## src/rtl/ycc_ctrl_pkg.sv

```systemverilog
// Shared constants, FSM state encoding and the output clamp for the YCbCr->RGB block controller.
package ycc_ctrl_pkg;

    localparam int unsigned FRAC_W  = 16;
    localparam int unsigned BLK_PIX = 64;

    typedef enum logic [1:0] {
        IDLE  = 2'd0,
        RUN   = 2'd1,
        DRAIN = 2'd2
    } state_e;

    // v is the already floored (shifted) channel value; clamp it to an unsigned byte.
    function automatic logic [7:0] sat_u8(input logic signed [32:0] v);
        if (v[32]) begin
            return 8'd0;
        end
        if (|v[31:8]) begin
            return 8'hff;
        end
        return v[7:0];
    endfunction

endpackage

```

## src/rtl/ycc_rgb_conv_ctrl_if.sv

```systemverilog
// Bundles the block handshake, buffer read, converter and pixel stream signals of the controller.
interface ycc_rgb_conv_ctrl_if #(
    parameter int unsigned ADDR_W = 6
);
    logic              blk_valid;
    logic              blk_ready;
    logic              blk_done;
    logic              buf_rd_en;
    logic [ADDR_W-1:0] buf_rd_addr;
    logic [7:0]        buf_y;
    logic [7:0]        buf_cb;
    logic [7:0]        buf_cr;
    logic [31:0]       conv_y;
    logic [31:0]       conv_cbcr;
    logic [31:0]       conv_r_off;
    logic [31:0]       conv_g_off;
    logic [31:0]       conv_b_off;
    logic              pix_valid;
    logic              pix_ready;
    logic [7:0]        pix_r;
    logic [7:0]        pix_g;
    logic [7:0]        pix_b;
    logic [ADDR_W-1:0] pix_idx;
    logic              pix_last;

    modport master (
        input  blk_valid, buf_y, buf_cb, buf_cr, conv_r_off, conv_g_off, conv_b_off, pix_ready,
        output blk_ready, blk_done, buf_rd_en, buf_rd_addr, conv_y, conv_cbcr,
               pix_valid, pix_r, pix_g, pix_b, pix_idx, pix_last
    );

    modport slave (
        output blk_valid, buf_y, buf_cb, buf_cr, conv_r_off, conv_g_off, conv_b_off, pix_ready,
        input  blk_ready, blk_done, buf_rd_en, buf_rd_addr, conv_y, conv_cbcr,
               pix_valid, pix_r, pix_g, pix_b, pix_idx, pix_last
    );

endinterface

```

## src/rtl/ycc_chan_sat.sv

```systemverilog
// One colour channel: Y plus signed 16.16 chroma offset, floored and clamped to 0..255.
module ycc_chan_sat #(
    parameter int unsigned FRAC_W = ycc_ctrl_pkg::FRAC_W
) (
    input  logic [7:0]  y,
    input  logic [31:0] off,
    output logic [7:0]  pix
);
    import ycc_ctrl_pkg::*;

    logic signed [32:0] y_fix;
    logic signed [32:0] sum;
    logic signed [32:0] flr;

    always_comb begin
        y_fix = $signed({1'b0, 32'(y) << FRAC_W});
        sum   = y_fix + $signed({off[31], off});
        // Arithmetic shift floors toward -inf; rounding lives in the converter LUTs.
        flr   = sum >>> FRAC_W;
        pix   = sat_u8(flr);
    end

endmodule

```

## src/rtl/ycc_rgb_conv_ctrl.sv

```systemverilog
// Streams one 8x8 YCbCr block through the shared converters and emits RGB pixels ready/valid.
module ycc_rgb_conv_ctrl #(
    parameter int unsigned BLK_PIX = ycc_ctrl_pkg::BLK_PIX,
    parameter int unsigned ADDR_W  = 6,
    parameter int unsigned FRAC_W  = ycc_ctrl_pkg::FRAC_W
) (
    input logic                clk,
    input logic                rst,
    ycc_rgb_conv_ctrl_if.master bus
);
    import ycc_ctrl_pkg::*;

    localparam logic [1:0]        S_IDLE  = IDLE;
    localparam logic [1:0]        S_RUN   = RUN;
    localparam logic [1:0]        S_DRAIN = DRAIN;
    localparam logic [ADDR_W-1:0] LAST    = ADDR_W'(BLK_PIX - 1);

    logic [1:0]        state_q, state_d;
    logic [ADDR_W-1:0] rd_cnt_q, rd_cnt_d;
    logic [ADDR_W-1:0] out_cnt_q, out_cnt_d;
    logic              blk_done_q, blk_done_d;
    logic              s1_vld_q;
    logic              pix_valid_q;
    logic [7:0]        pix_r_q, pix_g_q, pix_b_q;
    logic [7:0]        sat_r, sat_g, sat_b;
    logic              adv;
    logic              rd_fire;
    logic              hs;

    // The whole pipeline moves together; a stalled output freezes every stage behind it.
    assign adv     = !pix_valid_q || bus.pix_ready;
    assign rd_fire = (state_q == S_RUN) && adv;
    assign hs      = pix_valid_q && bus.pix_ready;

    always_comb begin
        state_d    = state_q;
        rd_cnt_d   = rd_cnt_q;
        out_cnt_d  = out_cnt_q;
        blk_done_d = 1'b0;
        if (hs) begin
            out_cnt_d = out_cnt_q + 1'b1;
        end
        case (state_q)
            S_IDLE: begin
                if (bus.blk_valid) begin
                    state_d   = S_RUN;
                    rd_cnt_d  = '0;
                    out_cnt_d = '0;
                end
            end
            S_RUN: begin
                if (adv) begin
                    rd_cnt_d = rd_cnt_q + 1'b1;
                    if (rd_cnt_q == LAST) begin
                        state_d = S_DRAIN;
                    end
                end
            end
            S_DRAIN: begin
                if (hs && (out_cnt_q == LAST)) begin
                    blk_done_d = 1'b1;
                    state_d    = S_IDLE;
                end
            end
            default: state_d = S_IDLE;
        endcase
    end

    always_ff @(posedge clk) begin
        if (rst) begin
            state_q     <= S_IDLE;
            rd_cnt_q    <= '0;
            out_cnt_q   <= '0;
            blk_done_q  <= 1'b0;
            s1_vld_q    <= 1'b0;
            pix_valid_q <= 1'b0;
            pix_r_q     <= 8'd0;
            pix_g_q     <= 8'd0;
            pix_b_q     <= 8'd0;
        end else begin
            state_q    <= state_d;
            rd_cnt_q   <= rd_cnt_d;
            out_cnt_q  <= out_cnt_d;
            blk_done_q <= blk_done_d;
            if (adv) begin
                s1_vld_q    <= rd_fire;
                pix_valid_q <= s1_vld_q;
                if (s1_vld_q) begin
                    pix_r_q <= sat_r;
                    pix_g_q <= sat_g;
                    pix_b_q <= sat_b;
                end
            end
        end
    end

    ycc_chan_sat #(.FRAC_W(FRAC_W)) u_sat_r (
        .y   (bus.buf_y),
        .off (bus.conv_r_off),
        .pix (sat_r)
    );

    ycc_chan_sat #(.FRAC_W(FRAC_W)) u_sat_g (
        .y   (bus.buf_y),
        .off (bus.conv_g_off),
        .pix (sat_g)
    );

    ycc_chan_sat #(.FRAC_W(FRAC_W)) u_sat_b (
        .y   (bus.buf_y),
        .off (bus.conv_b_off),
        .pix (sat_b)
    );

    assign bus.blk_ready   = (state_q == S_IDLE);
    assign bus.blk_done    = blk_done_q;
    assign bus.buf_rd_en   = rd_fire;
    assign bus.buf_rd_addr = rd_cnt_q;
    assign bus.conv_y      = {24'b0, bus.buf_y};
    assign bus.conv_cbcr   = {16'b0, bus.buf_cb, bus.buf_cr};
    assign bus.pix_valid   = pix_valid_q;
    assign bus.pix_r       = pix_r_q;
    assign bus.pix_g       = pix_g_q;
    assign bus.pix_b       = pix_b_q;
    assign bus.pix_idx     = out_cnt_q;
    assign bus.pix_last    = (out_cnt_q == LAST);

endmodule

```

## src/flat_wrapper.sv

```systemverilog
// flat-port wrapper written by rule: the top's interface ports become plain ports
module ycc_rgb_conv_ctrl_flat import ycc_ctrl_pkg::*;
#(
    parameter int unsigned BLK_PIX = ycc_ctrl_pkg::BLK_PIX,
    parameter int unsigned ADDR_W  = 6,
    parameter int unsigned FRAC_W  = ycc_ctrl_pkg::FRAC_W
)
  (clk, rst, bus_blk_valid, bus_buf_y, bus_buf_cb, bus_buf_cr, bus_conv_r_off, bus_conv_g_off, bus_conv_b_off, bus_pix_ready, bus_blk_ready, bus_blk_done, bus_buf_rd_en, bus_buf_rd_addr, bus_conv_y, bus_conv_cbcr, bus_pix_valid, bus_pix_r, bus_pix_g, bus_pix_b, bus_pix_idx, bus_pix_last);
  ycc_rgb_conv_ctrl_if #(.ADDR_W(ADDR_W)) bus_i ();
  input logic clk;
  input logic rst;
  input wire logic [$bits(bus_i.blk_valid)-1:0] bus_blk_valid;
  input wire logic [$bits(bus_i.buf_y)-1:0] bus_buf_y;
  input wire logic [$bits(bus_i.buf_cb)-1:0] bus_buf_cb;
  input wire logic [$bits(bus_i.buf_cr)-1:0] bus_buf_cr;
  input wire logic [$bits(bus_i.conv_r_off)-1:0] bus_conv_r_off;
  input wire logic [$bits(bus_i.conv_g_off)-1:0] bus_conv_g_off;
  input wire logic [$bits(bus_i.conv_b_off)-1:0] bus_conv_b_off;
  input wire logic [$bits(bus_i.pix_ready)-1:0] bus_pix_ready;
  output wire logic [$bits(bus_i.blk_ready)-1:0] bus_blk_ready;
  output wire logic [$bits(bus_i.blk_done)-1:0] bus_blk_done;
  output wire logic [$bits(bus_i.buf_rd_en)-1:0] bus_buf_rd_en;
  output wire logic [$bits(bus_i.buf_rd_addr)-1:0] bus_buf_rd_addr;
  output wire logic [$bits(bus_i.conv_y)-1:0] bus_conv_y;
  output wire logic [$bits(bus_i.conv_cbcr)-1:0] bus_conv_cbcr;
  output wire logic [$bits(bus_i.pix_valid)-1:0] bus_pix_valid;
  output wire logic [$bits(bus_i.pix_r)-1:0] bus_pix_r;
  output wire logic [$bits(bus_i.pix_g)-1:0] bus_pix_g;
  output wire logic [$bits(bus_i.pix_b)-1:0] bus_pix_b;
  output wire logic [$bits(bus_i.pix_idx)-1:0] bus_pix_idx;
  output wire logic [$bits(bus_i.pix_last)-1:0] bus_pix_last;
  assign bus_i.blk_valid = bus_blk_valid;
  assign bus_i.buf_y = bus_buf_y;
  assign bus_i.buf_cb = bus_buf_cb;
  assign bus_i.buf_cr = bus_buf_cr;
  assign bus_i.conv_r_off = bus_conv_r_off;
  assign bus_i.conv_g_off = bus_conv_g_off;
  assign bus_i.conv_b_off = bus_conv_b_off;
  assign bus_i.pix_ready = bus_pix_ready;
  assign bus_blk_ready = bus_i.blk_ready;
  assign bus_blk_done = bus_i.blk_done;
  assign bus_buf_rd_en = bus_i.buf_rd_en;
  assign bus_buf_rd_addr = bus_i.buf_rd_addr;
  assign bus_conv_y = bus_i.conv_y;
  assign bus_conv_cbcr = bus_i.conv_cbcr;
  assign bus_pix_valid = bus_i.pix_valid;
  assign bus_pix_r = bus_i.pix_r;
  assign bus_pix_g = bus_i.pix_g;
  assign bus_pix_b = bus_i.pix_b;
  assign bus_pix_idx = bus_i.pix_idx;
  assign bus_pix_last = bus_i.pix_last;
  ycc_rgb_conv_ctrl #(.BLK_PIX(BLK_PIX), .ADDR_W(ADDR_W), .FRAC_W(FRAC_W)) u_core (.clk(clk), .rst(rst), .bus(bus_i));
endmodule
```

## config.mk

```make
export PLATFORM = sky130hd
export DESIGN_NAME = ycc_rgb_conv_ctrl_flat
export DESIGN_NICKNAME = d
export VERILOG_FILES = /design/src/rtl/ycc_ctrl_pkg.sv /design/src/rtl/ycc_rgb_conv_ctrl_if.sv /design/src/rtl/ycc_chan_sat.sv /design/src/rtl/ycc_rgb_conv_ctrl.sv /design/src/flat_wrapper.sv
export SDC_FILE = /design/constraint.sdc
export NUM_CORES = 1
export LEC_CHECK = 0
export ABC_CLOCK_PERIOD_IN_PS = 3250
export BUFFER_PORTS_ARGS = -buffer_cell sky130_fd_sc_hd__buf_2
export CAP_MARGIN = 20
export CORE_MARGIN = 2
export CORE_UTILIZATION = 44
export DETAILED_ROUTE_END_ITERATION = 10
export GPL_TIMING_DRIVEN = 0
export PLACE_DENSITY = 0.85
export SKIP_LAST_GASP = 1
export SLEW_MARGIN = 20
export SYNTH_ARGS = -nofsm -noshare
export SYNTH_HDL_FRONTEND = slang
export SYNTH_SLANG_ARGS = --single-unit
```

## constraint.sdc

```tcl
create_clock -name clk -period 3.25 [get_ports clk]
set_clock_uncertainty 0.1 [all_clocks]
set_input_delay 0.1625 -clock clk [delete_from_list [all_inputs] [get_ports clk]]
set_output_delay 0.1625 -clock clk [all_outputs]
set_load 0.01 [all_outputs]
```

==> results_dict.tcl, run 1 <==
set metrics [dict create \
    reg2reg_from "u_core.bus.pix_valid" \
    yosys_register_bits 41 \
    drt-vias-per-instance 5.15 \
    p_sw_frac 0.317 \
    seq_area_frac_synth 0.228 \
    drt-total-wl_mm 9.38 \
    tightest_slew_ns 0.570 \
    cts_setup_buffers 0 \
    antenna_left 0 \
    synth_top_area_share 0.228 \
    start_kind "input pin" \
    grt_overflow 0 \
    power.density_nw_per_um2 322 \
    slowest_stage "fa_1" \
    core_sq_um 7810 \
    pre_cts_slack_ns 0.384 \
    netlist_top_cells_area "dfxtp_1 23%, buf_4 13%, ha_1 9.0%" \
    cts_max_level 2 \
    syn_avg_cell_area_sq_um 8.46 \
    status "finished clean" \
    slew_viol_final 0 \
    criticalPathCategory "input pin to flip-flop" \
    rows 32 \
    critPathCaptureType "flip-flop" \
    cts_hold_buf 0 \
    cpMostUsedCell "buf_2" \
    wl_per_cell_um 13.4 \
    start_util 0.461 \
    pwr-share-seq 0.366 \
    fin_ws_ns 0.680 \
    power.total_w 0.00149 \
    syn_inst 425 \
    num-nets-final 748 \
    dp_hpwl_mm 7.78 \
    seq_area_sq_um 821 \
    grt_pass1_wl_mm 14.7 \
    worst-path-max-fanout 7 \
    fin_crit_sh 0.791 \
    firstDrtPassIters 4 \
    reg2reg_to "u_core.bus.pix_b[4]" \
    ys_types 58 \
    p_sw_w 0.000472 \
    hold_class "input pin to flip-flop" \
    ys_warn_count 0 \
    grt_antenna_before_repair 0 \
    multiInputGateArea_sq_um 2370 \
    drc 0 \
    die-area_sq_um 8920 \
    tns_ns 0 \
    synth_area_leader_cell "dfxtp_1" \
    r2r_slack_ns 1.29 \
    setup_viol 0 \
    die_height_um 94.4 \
    hold_depth 3 \
    clockRootBuffer "clkbuf_8" \
    cts.sinks 41 \
    area_growth_syn_to_layout_pct 28.2 \
    rr_worst_depth 5 \
    cpPeakStageDelay_ns 0.42 \
    hold_viol 0 \
    cts.repair.resized 0 \
    die_w_um 94.4 \
    grt_usage 0.205 \
    max_cap_viol_count 0 \
    clkPwrFrac 0.288 \
    clockBufferDepth 2 \
    synth-edff-count 0 \
    port_buffers 124 \
    critPathArrivalTime_ns 2.65 \
    max-slew-margin-rel 0.620 \
    fillers 722 \
    ys.flop_type "dfxtp_1" \
    grt_pass1_vias 3279 \
    ir_drop_mv 0.231 \
    syn_area_sq_um 3600 \
    rsz0062_at_grt "no" \
    hold_start "bus_blk_valid" \
    cts_inserted_buffers 5 \
    layout-drive-gt1-share 0.354 \
    io_pins 229 \
    power.internal_w 0.00102 \
    cp_cell_sequence "buf_2, ha_1, fa_1, a21o_1, and4_1, o21ai_0, mux2i_1, nand4_1, or2_1, buf_2, o221a_1" \
    min_period_ns 2.57 \
    cts_tree "yes" \
    async_flop_share 0 \
    holdPathEnd "u_core.state_q[0]" \
    initialDrtViolationCount 130 \
    n_antenna_cell 0 \
    fmax_ghz 0.389 \
    clkTransAtPathRegs_ns 0.08 \
    total_leakage_power_nw 2.25 \
    p_comb_frac 0.346 \
    grt_max_degree 14 \
    gp_congestion 0.945 \
    timing.critical_path.required_ns 3.33 \
    vias 3598 \
    insertion_delay_ns 0.29 \
]
## final cells by class
type                    instances  share of cell area
plain buffers                  71               0.110
clock buffers                   6              0.0179
clock inverters                 2             0.00814
inverters                      11             0.00895
multi-input cells             341               0.515
flip-flops and latches         41               0.178
well taps                     102              0.0277
repair buffers                124               0.135
## registers in the layout, indices dropped and copies added, names as in the netlist
| name | count |
|---|---|
| u_core.bus.pix_g | 8 |
| u_core.bus.pix_valid | 1 |
| u_core.bus.blk_done | 1 |
| u_core.bus.pix_r | 8 |
| u_core.bus.buf_rd_addr | 6 |
| u_core.s1_vld_q | 1 |
| u_core.state_q | 2 |
| u_core.bus.pix_idx | 6 |
| u_core.bus.pix_b | 8 |
## cell usage after synthesis (2+ instances only)
master and count:
nor2_1 35, clkbuf_1 6, buf_4 64, nand2_1 19, nor2b_1 3, or2_1 2
o21ai_1 10, and2_1 2, nor4_1 6, o21a_1 2, o211ai_1 2, ha_1 26
a21o_1 8, o21ai_0 16, nand3_1 19, nand4_1 6, fa_1 3, nand2b_1 2
o2111ai_1 4, a21oi_1 24, xor2_1 17, inv_1 11, dfxtp_1 41, a211o_1 2
a221o_1 8, xnor2_1 15, a21oi_2 3, o221a_1 16, nor3_1 8, mux2i_1 3
a31oi_2 2, and3_1 3, a211oi_1 4, nor4b_1 3, or3_1 7
## through the flow
stage / area, sq um / std cells / util / hold slack, ns
after floorplan: 3740 / 464 / - / 0.226
after global placement: 4490 / 690 / 0.575 / 0.364
after detailed placement: 4490 / 690 / 0.575 / 0.368
after CTS: 4610 / 698 / 0.591 / 0.0513
after global routing: 4610 / 698 / 0.591 / 0.0857
final: 4610 / 698 / 0.591 / 0.0669
## metal layers
| layer | part of all wire | track usage |
|---|---|---|
| met1 | 0.44 | 0.259 |
| met2 | 0.47 | 0.343 |
| met3 | 0.065 | 0.0287 |
| met4 | 0.030 | 0.103 |
| met5 | 0 | 0 |
## kinds of logic after synthesis
logic type,synth area share
XOR/XNOR,0.0779
buffers and inverters,0.153
multiplexers,0.00835
AND/OR/NAND/NOR,0.175
flip-flops,0.228
other,0.00104
adder cells (fa/ha/maj),0.107
AO/OA/AOI/OAI,0.250
## critical path: cells and delay by family
kind | cells | cell delay [ns]
AND/OR/NAND/NOR | 3 | 0.63
AO/OA/AOI/OAI | 3 | 0.65
adder cells (fa/ha/maj) | 2 | 0.66
multiplexers | 1 | 0.23
buffers and inverters | 2 | 0.31
## how the worst max path moves through the flow
stage	endpoint	cells past startpoint	slack [ns]	from
after floorplan	u_core.bus.pix_g[2]	9	0.77	bus_conv_g_off[16]
after global placement	u_core.bus.pix_b[4]	11	0.44	bus_buf_y[0]
after detailed placement	u_core.bus.pix_b[7]	11	0.38	bus_buf_y[0]
after CTS	u_core.bus.pix_b[4]	11	0.70	bus_buf_y[0]
after global routing	u_core.bus.pix_b[6]	11	0.57	bus_buf_y[0]
final	u_core.bus.pix_b[4]	11	0.68	bus_buf_y[0]
## power groups by stage
stage	Combinational (W)	Clock [W]	Sequential (W)
6_report	0.000514	0.000428	0.000545
5_1_grt	0.000567	0.000465	0.000548
4_1_cts	0.000510	0.000443	0.000545
3_5_place_dp	0.000509	0	0.000556
3_3_place_gp	0.000494	0	0.000555
2_1_floorplan	0.000338	0	0.000565
## layout by cell type, fill, tap and decap left out, types with 6 or more instances in the layout
cell type | synthesis | layout
a21o_1 | 8 | 8
nand2_1 | 19 | 19
conb_1 | 1 | 40
o21ai_1 | 10 | 10
xor2_1 | 17 | 17
o21ai_0 | 16 | 16
clkbuf_8 | 0 | 6
o221a_1 | 16 | 16
buf_2 | 1 | 125
nand4_1 | 6 | 6
nor2_1 | 35 | 35
inv_1 | 11 | 11
or3_1 | 7 | 7
a21oi_1 | 24 | 24
ha_1 | 26 | 26
nor3_1 | 8 | 8
dfxtp_1 | 41 | 41
nor4_1 | 6 | 6
buf_4 | 64 | 64
clkbuf_1 | 6 | 6
a221o_1 | 8 | 8
nand3_1 | 19 | 19
xnor2_1 | 15 | 15
Power figures use the tool's default switching activity.
==> inputs of run 2 (changes only) <==
- ABC_AREA: unset -> 1
- ABC_CLOCK_PERIOD_IN_PS: 3250 -> 2370
- CORE_UTILIZATION: 44 -> 48
- clock period: 3.25 -> 2.37 ns (I/O delays scaled with it)
==> run 2 against run 1 <==
Effect of this change:
- final area is 23% higher
- die area rose by 17%
- non-clock buffer count down 2
- final cell count rose by 53%
- sequential power up 34%
- synthesized area is 29% higher
- register-to-register slack lost 0.81 ns
- setup slack worse by 0.46 ns
- clock power increased by 27%
- highest routed layer unchanged
==> results_dict.tcl, run 2 <==
set metrics [dict create \
    postPlaceCellArea_sq_um 5560 \
    cts.repair.resized 0 \
    grt_overflow 0 \
    syn_area_sq_um 4630 \
    die-area_sq_um 10400 \
    antenna_left 0 \
    die_w_um 102 \
    synth-compound-area-share 0.0703 \
    cpMostUsedCell "nand2_1" \
    dp_cells 1061 \
    firstDrtPassIters 5 \
    grt_max_degree 13 \
    tightest_slew_ns 0.566 \
    n_antenna_cell 0 \
    port_buffers 124 \
    cp_cell_sequence "buf_2, ha_1, fa_1, nand3_1, nand3_1, nand2_1, nand2_1, nand2_1, nand2_1, inv_1, nand3_1, nor2_4, nand3_1, nand2_1, a21oi_1" \
    area_growth_syn_to_layout_pct 22.3 \
    synth-edff-count 0 \
    netlist_top_cells_area "nand2_1 20%, dfxtp_1 18%, buf_4 10%" \
    tns_ns 0 \
    yosys_register_bits 41 \
    num-nets-final 1092 \
    drt-total-wl_mm 11.4 \
    rows 35 \
    final_common_cell "nand2_1" \
    total_leakage_power_nw 3.11 \
    crit_family "simple AND/OR/NAND/NOR gates" \
    ys_warn_count 0 \
    cts_tree "yes" \
    seq_area_frac_synth 0.177 \
    syn_avg_cell_area_sq_um 6.02 \
    cpPeakStageDelay_ns 0.46 \
    insertion_delay_ns 0.29 \
    critPathArrivalTime_ns 2.21 \
    fin_crit_sh 0.908 \
    wl_per_cell_um 10.7 \
    status "finished clean" \
    grt_pass1_vias 4394 \
    final_cells 1068 \
    cp.buffers_inverters 2 \
    synth_top_area_share 0.202 \
    dp_hpwl_mm 9.89 \
    die_height_um 102 \
    synth_area_leader_cell "nand2_1" \
    cts.sinks 41 \
    clkTransAtPathRegs_ns 0.07 \
    io_pins 229 \
    ys_types 34 \
    max-slew-margin-rel 0.623 \
    core_sq_um 9280 \
    cts_setup_buffers 0 \
    fin_area_sq_um 5670 \
    max_cap_viol_count 0 \
    syn_inst 769 \
    synthXorXnorAreaFrac 0.0359 \
    start_kind "input pin" \
    synth_top_family_by_area "simple AND/OR/NAND/NOR gates" \
    ir_drop_mv 0.215 \
    fmax_ghz 0.465 \
    async_flop_share 0 \
    layout-drive-gt1-share 0.257 \
    post-synth-top-count-cell "nand2_1" \
    critPathCaptureType "flip-flop" \
    cts_max_level 2 \
    hold_viol 0 \
    rsz0062_at_grt "no" \
    synth_common_cells "249 x nand2_1, 108 x inv_1, 86 x nand3_1, 64 x buf_4, 46 x nor2_1" \
    vias 4917 \
    initialDrtViolationCount 195 \
    synth_mux_area_frac 0 \
    start_util 0.499 \
    clockRootBuffer "clkbuf_8" \
    cts_hold_buf 0 \
    gp_congestion 0.925 \
    slowest_stage "fa_1" \
    min_period_ns 2.15 \
    ys.flop_type "dfxtp_1" \
    power.density_nw_per_um2 373 \
    drt-vias-per-instance 4.60 \
    final_cell_mix "249 x nand2_1, 124 x buf_2, 108 x inv_1, 86 x nand3_1, 64 x buf_4" \
    synth-simple-area-share 0.432 \
    grt_antenna_before_repair 0 \
    grt_usage 0.221 \
    worst-path-max-fanout 8 \
    clockBufferDepth 2 \
    timing.critical_path.required_ns 2.43 \
    hold_class "input pin to flip-flop" \
    criticalPathCategory "input pin to flip-flop" \
    slew_viol_final 0 \
    grt_pass1_wl_mm 18.9 \
    drc 0 \
    setup_viol 0 \
    synthAdderAreaFrac 0.0832 \
    cts_inserted_buffers 5 \
]
[run 2: final timing paths]
check | endpoint | cells past startpoint | start | slack, ns
setup / recovery | u_core.bus.pix_g[6] | 15 | bus_buf_y[0] | 0.22
hold reg to reg | u_core.bus.pix_b[7] | 2 | u_core.bus.pix_b[7] | 0.37
hold / removal | u_core.s1_vld_q | 4 | bus_pix_ready | 0.03
setup reg to reg | u_core.bus.pix_r[3] | 7 | u_core.bus.pix_valid | 0.48
[run 2: through the flow]
step	worst slack [ns]	utilization	total power (W)	hold slack [ns]
after detailed placement	-0.102	0.599	0.00158	0.322
after global routing	0.0721	0.610	0.00226	0.0331
final	0.219	0.610	0.00211	0.0307
after global placement	-0.0896	0.599	0.00157	0.321
after floorplan	0.365	-	0.00135	0.199
after CTS	0.209	0.610	0.00212	0.0159
[run 2: per-layer routing]
metal | GRT usage | vias to the layer above | share of wire
li1 | - | 2661 | -
met1 | 0.276 | 2095 | 0.45
met2 | 0.399 | 143 | 0.47
met3 | 0.0342 | 18 | 0.058
met4 | 0.0523 | 0 | 0.018
met5 | 0 | - | 0
[run 2: worst register-to-register path, stage by stage (launching register included)]
cell      delay, ns
dfxtp_1        0.36
inv_1          0.05
nor2_1         0.11
inv_1          0.10
nand2_1        0.40
clkbuf_1       0.41
nand2_1        0.13
a21oi_2        0.16
[run 2: power by group]
group	total [W]	switching, W	internal (W)
Sequential	0.000729	0.0000154	0.000714
Clock	0.000544	0.000238	0.000306
Combinational	0.000838	0.000498	0.000340
[run 2: logic make-up (layout without fill, tap and decap cells)]
kind of cell	count (synthesis)	after routing
AO/OA/AOI/OAI	53	53
XOR/XNOR	19	19
adder cells (fa/ha/maj)	29	29
buffers and inverters	184	315
flip-flops	41	41
other	1	40
AND/OR/NAND/NOR	442	442
[run 2: final cells by class]
class                           instances  area, sq um
Fill cell                             960         3620
Multi-Input combinational cell        583         3030
Sequential cell                        41          821
Timing Repair Buffer                  124          621
Buffer                                 69          499
Inverter                              115          432
Tap cell                              129          161
Clock buffer                            5         68.8
Clock inverter                          2         35.0
==> inputs of run 3 (changes only) <==
--- a/constraint.sdc
+++ b/constraint.sdc
@@ -3,3 +3,3 @@
 set_input_delay 0.1185 -clock clk [delete_from_list [all_inputs] [get_ports clk]]
 set_output_delay 0.1185 -clock clk [all_outputs]
-set_load 0.01 [all_outputs]
+set_load 0.05 [all_outputs]
==> run 3 against run 2 <==
Effect of this change:
- sequential share of layout area hardly changed
- combinational power is 30% higher
- global-route usage is 0.35 points lower
- die area stayed put
- critical path type unchanged
- via count is 0.33% higher
- critical endpoint is now u_core.bus.pix_r[7]
- first-iteration DRC count is 6.2% lower
- final cell count stayed put
==> results_dict.tcl, run 3 (same netlist as run 2, synthesis figures left out) <==
set metrics [dict create \
    total_leakage_power_nw 3.11 \
    power.density_nw_per_um2 416 \
    status "finished clean" \
    vias 4933 \
    num-nets-final 1092 \
    wl_per_cell_um 10.6 \
    cts.sinks 41 \
    fin_crit_sh 0.924 \
    die-area_sq_um 10400 \
    pre_cts_slack_ns -0.109 \
    cts_tree "yes" \
    hold_viol 0 \
    insertion_delay_ns 0.29 \
    slew_viol_final 0 \
    fin_area_sq_um 5670 \
    n_antenna_cell 0 \
    grt_antenna_before_repair 0 \
    final_cell_mix "249 x nand2_1, 124 x buf_2, 108 x inv_1, 86 x nand3_1, 64 x buf_4" \
    gp_congestion 0.976 \
    max_cap_viol_count 0 \
    postPlaceCellArea_sq_um 5560 \
    ir_drop_mv 0.216 \
    tns_ns 0 \
    dp_hpwl_mm 9.87 \
    rsz0062_at_grt "no" \
    grt_max_degree 13 \
    start_kind "input pin" \
    final_common_cell "nand2_1" \
    min_period_ns 2.19 \
    hold_class "input pin to flip-flop" \
    critPathArrivalTime_ns 2.25 \
    power.total_w 0.00236 \
    io_pins 229 \
    worst-path-max-fanout 8 \
    drt-vias-per-instance 4.62 \
    max-slew-margin-rel 0.627 \
    cts_hold_buf 0 \
    die_height_um 102 \
    firstDrtPassIters 4 \
    grt_pass1_vias 4355 \
    antenna_left 0 \
    rows 35 \
    core_sq_um 9280 \
    cts_inserted_buffers 5 \
    die_w_um 102 \
    cts_max_level 2 \
    drt-total-wl_mm 11.3 \
    cts.repair.resized 0 \
    cts_setup_buffers 0 \
    clockRootBuffer "clkbuf_8" \
    start_util 0.499 \
    tightest_slew_ns 0.559 \
    fmax_ghz 0.457 \
    critPathCaptureType "flip-flop" \
    fin_ws_ns 0.180 \
    clkTransAtPathRegs_ns 0.08 \
    initialDrtViolationCount 183 \
    drc 0 \
    grt_usage 0.217 \
    layout-drive-gt1-share 0.257 \
    setup_viol 0 \
    port_buffers 124 \
    criticalPathCategory "input pin to flip-flop" \
    grt_pass1_wl_mm 18.8 \
    clockBufferDepth 2 \
    area_growth_syn_to_layout_pct 22.4 \
    grt_overflow 0 \
    timing.critical_path.required_ns 2.43 \
]
-- run 3: cell counts in the layout (fill, tap and decap cells not counted) --
No cell type changed its count.
-- run 3: power by group --
part / switching, W / total, W / leakage (nW) / internal [W]
registers: 0.0000148 / 0.000728 / 0.333 / 0.000714
clock network: 0.000231 / 0.000538 / 0.0540 / 0.000306
logic: 0.000750 / 0.00109 / 2.72 / 0.000343
total: 0.000997 / 0.00236 / 3.11 / 0.00136
-- run 3: per-layer routing --
metal,track usage,up-vias,part of all wire
li1,-,2666,-
met1,0.278,2113,0.46
met2,0.397,140,0.47
met3,0.0260,14,0.051
met4,0.0359,0,0.011
met5,0,-,0
-- run 3: final timing paths --
path	from	to	slack [ns]	cells after the start
hold / removal	bus_pix_ready	u_core.s1_vld_q	0.03	4
hold reg to reg	u_core.bus.pix_g[0]	u_core.bus.pix_g[0]	0.36	2
setup reg to reg	u_core.bus.pix_valid	u_core.bus.pix_r[3]	0.50	7
setup / recovery	bus_buf_y[0]	u_core.bus.pix_r[7]	0.18	15
-- run 3: critical path: stages --
cell     delay (ns)
buf_2          0.14
ha_1           0.24
fa_1           0.47
nand3_1        0.12
nand3_1        0.15
nand2_1        0.12
nand2_1        0.11
nand2_1        0.07
nand2_1        0.05
inv_1          0.06
nand3_1        0.12
nor2_4         0.21
nand3_1        0.10
nand2_1        0.12
a21oi_2        0.06
-- run 3: final cells by class --
type                       count  area (sq um)
inverter                     115           432
fill                         971          3620
sequential                    41           821
clock buffer                   5          68.8
multi-input combinational    583          3030
buffer                        69           499
tap                          129           161
clock inverter                 2          35.0
timing repair buffer         124           621
-- run 3: metrics by stage --
stage	util	instances	hold WS [ns]
global route	0.611	1068	0.0544
global placement	0.599	1061	0.321
finish	0.611	1068	0.0251
detailed placement	0.599	1061	0.327
CTS	0.611	1068	0.0142
floorplan	-	808	0.200
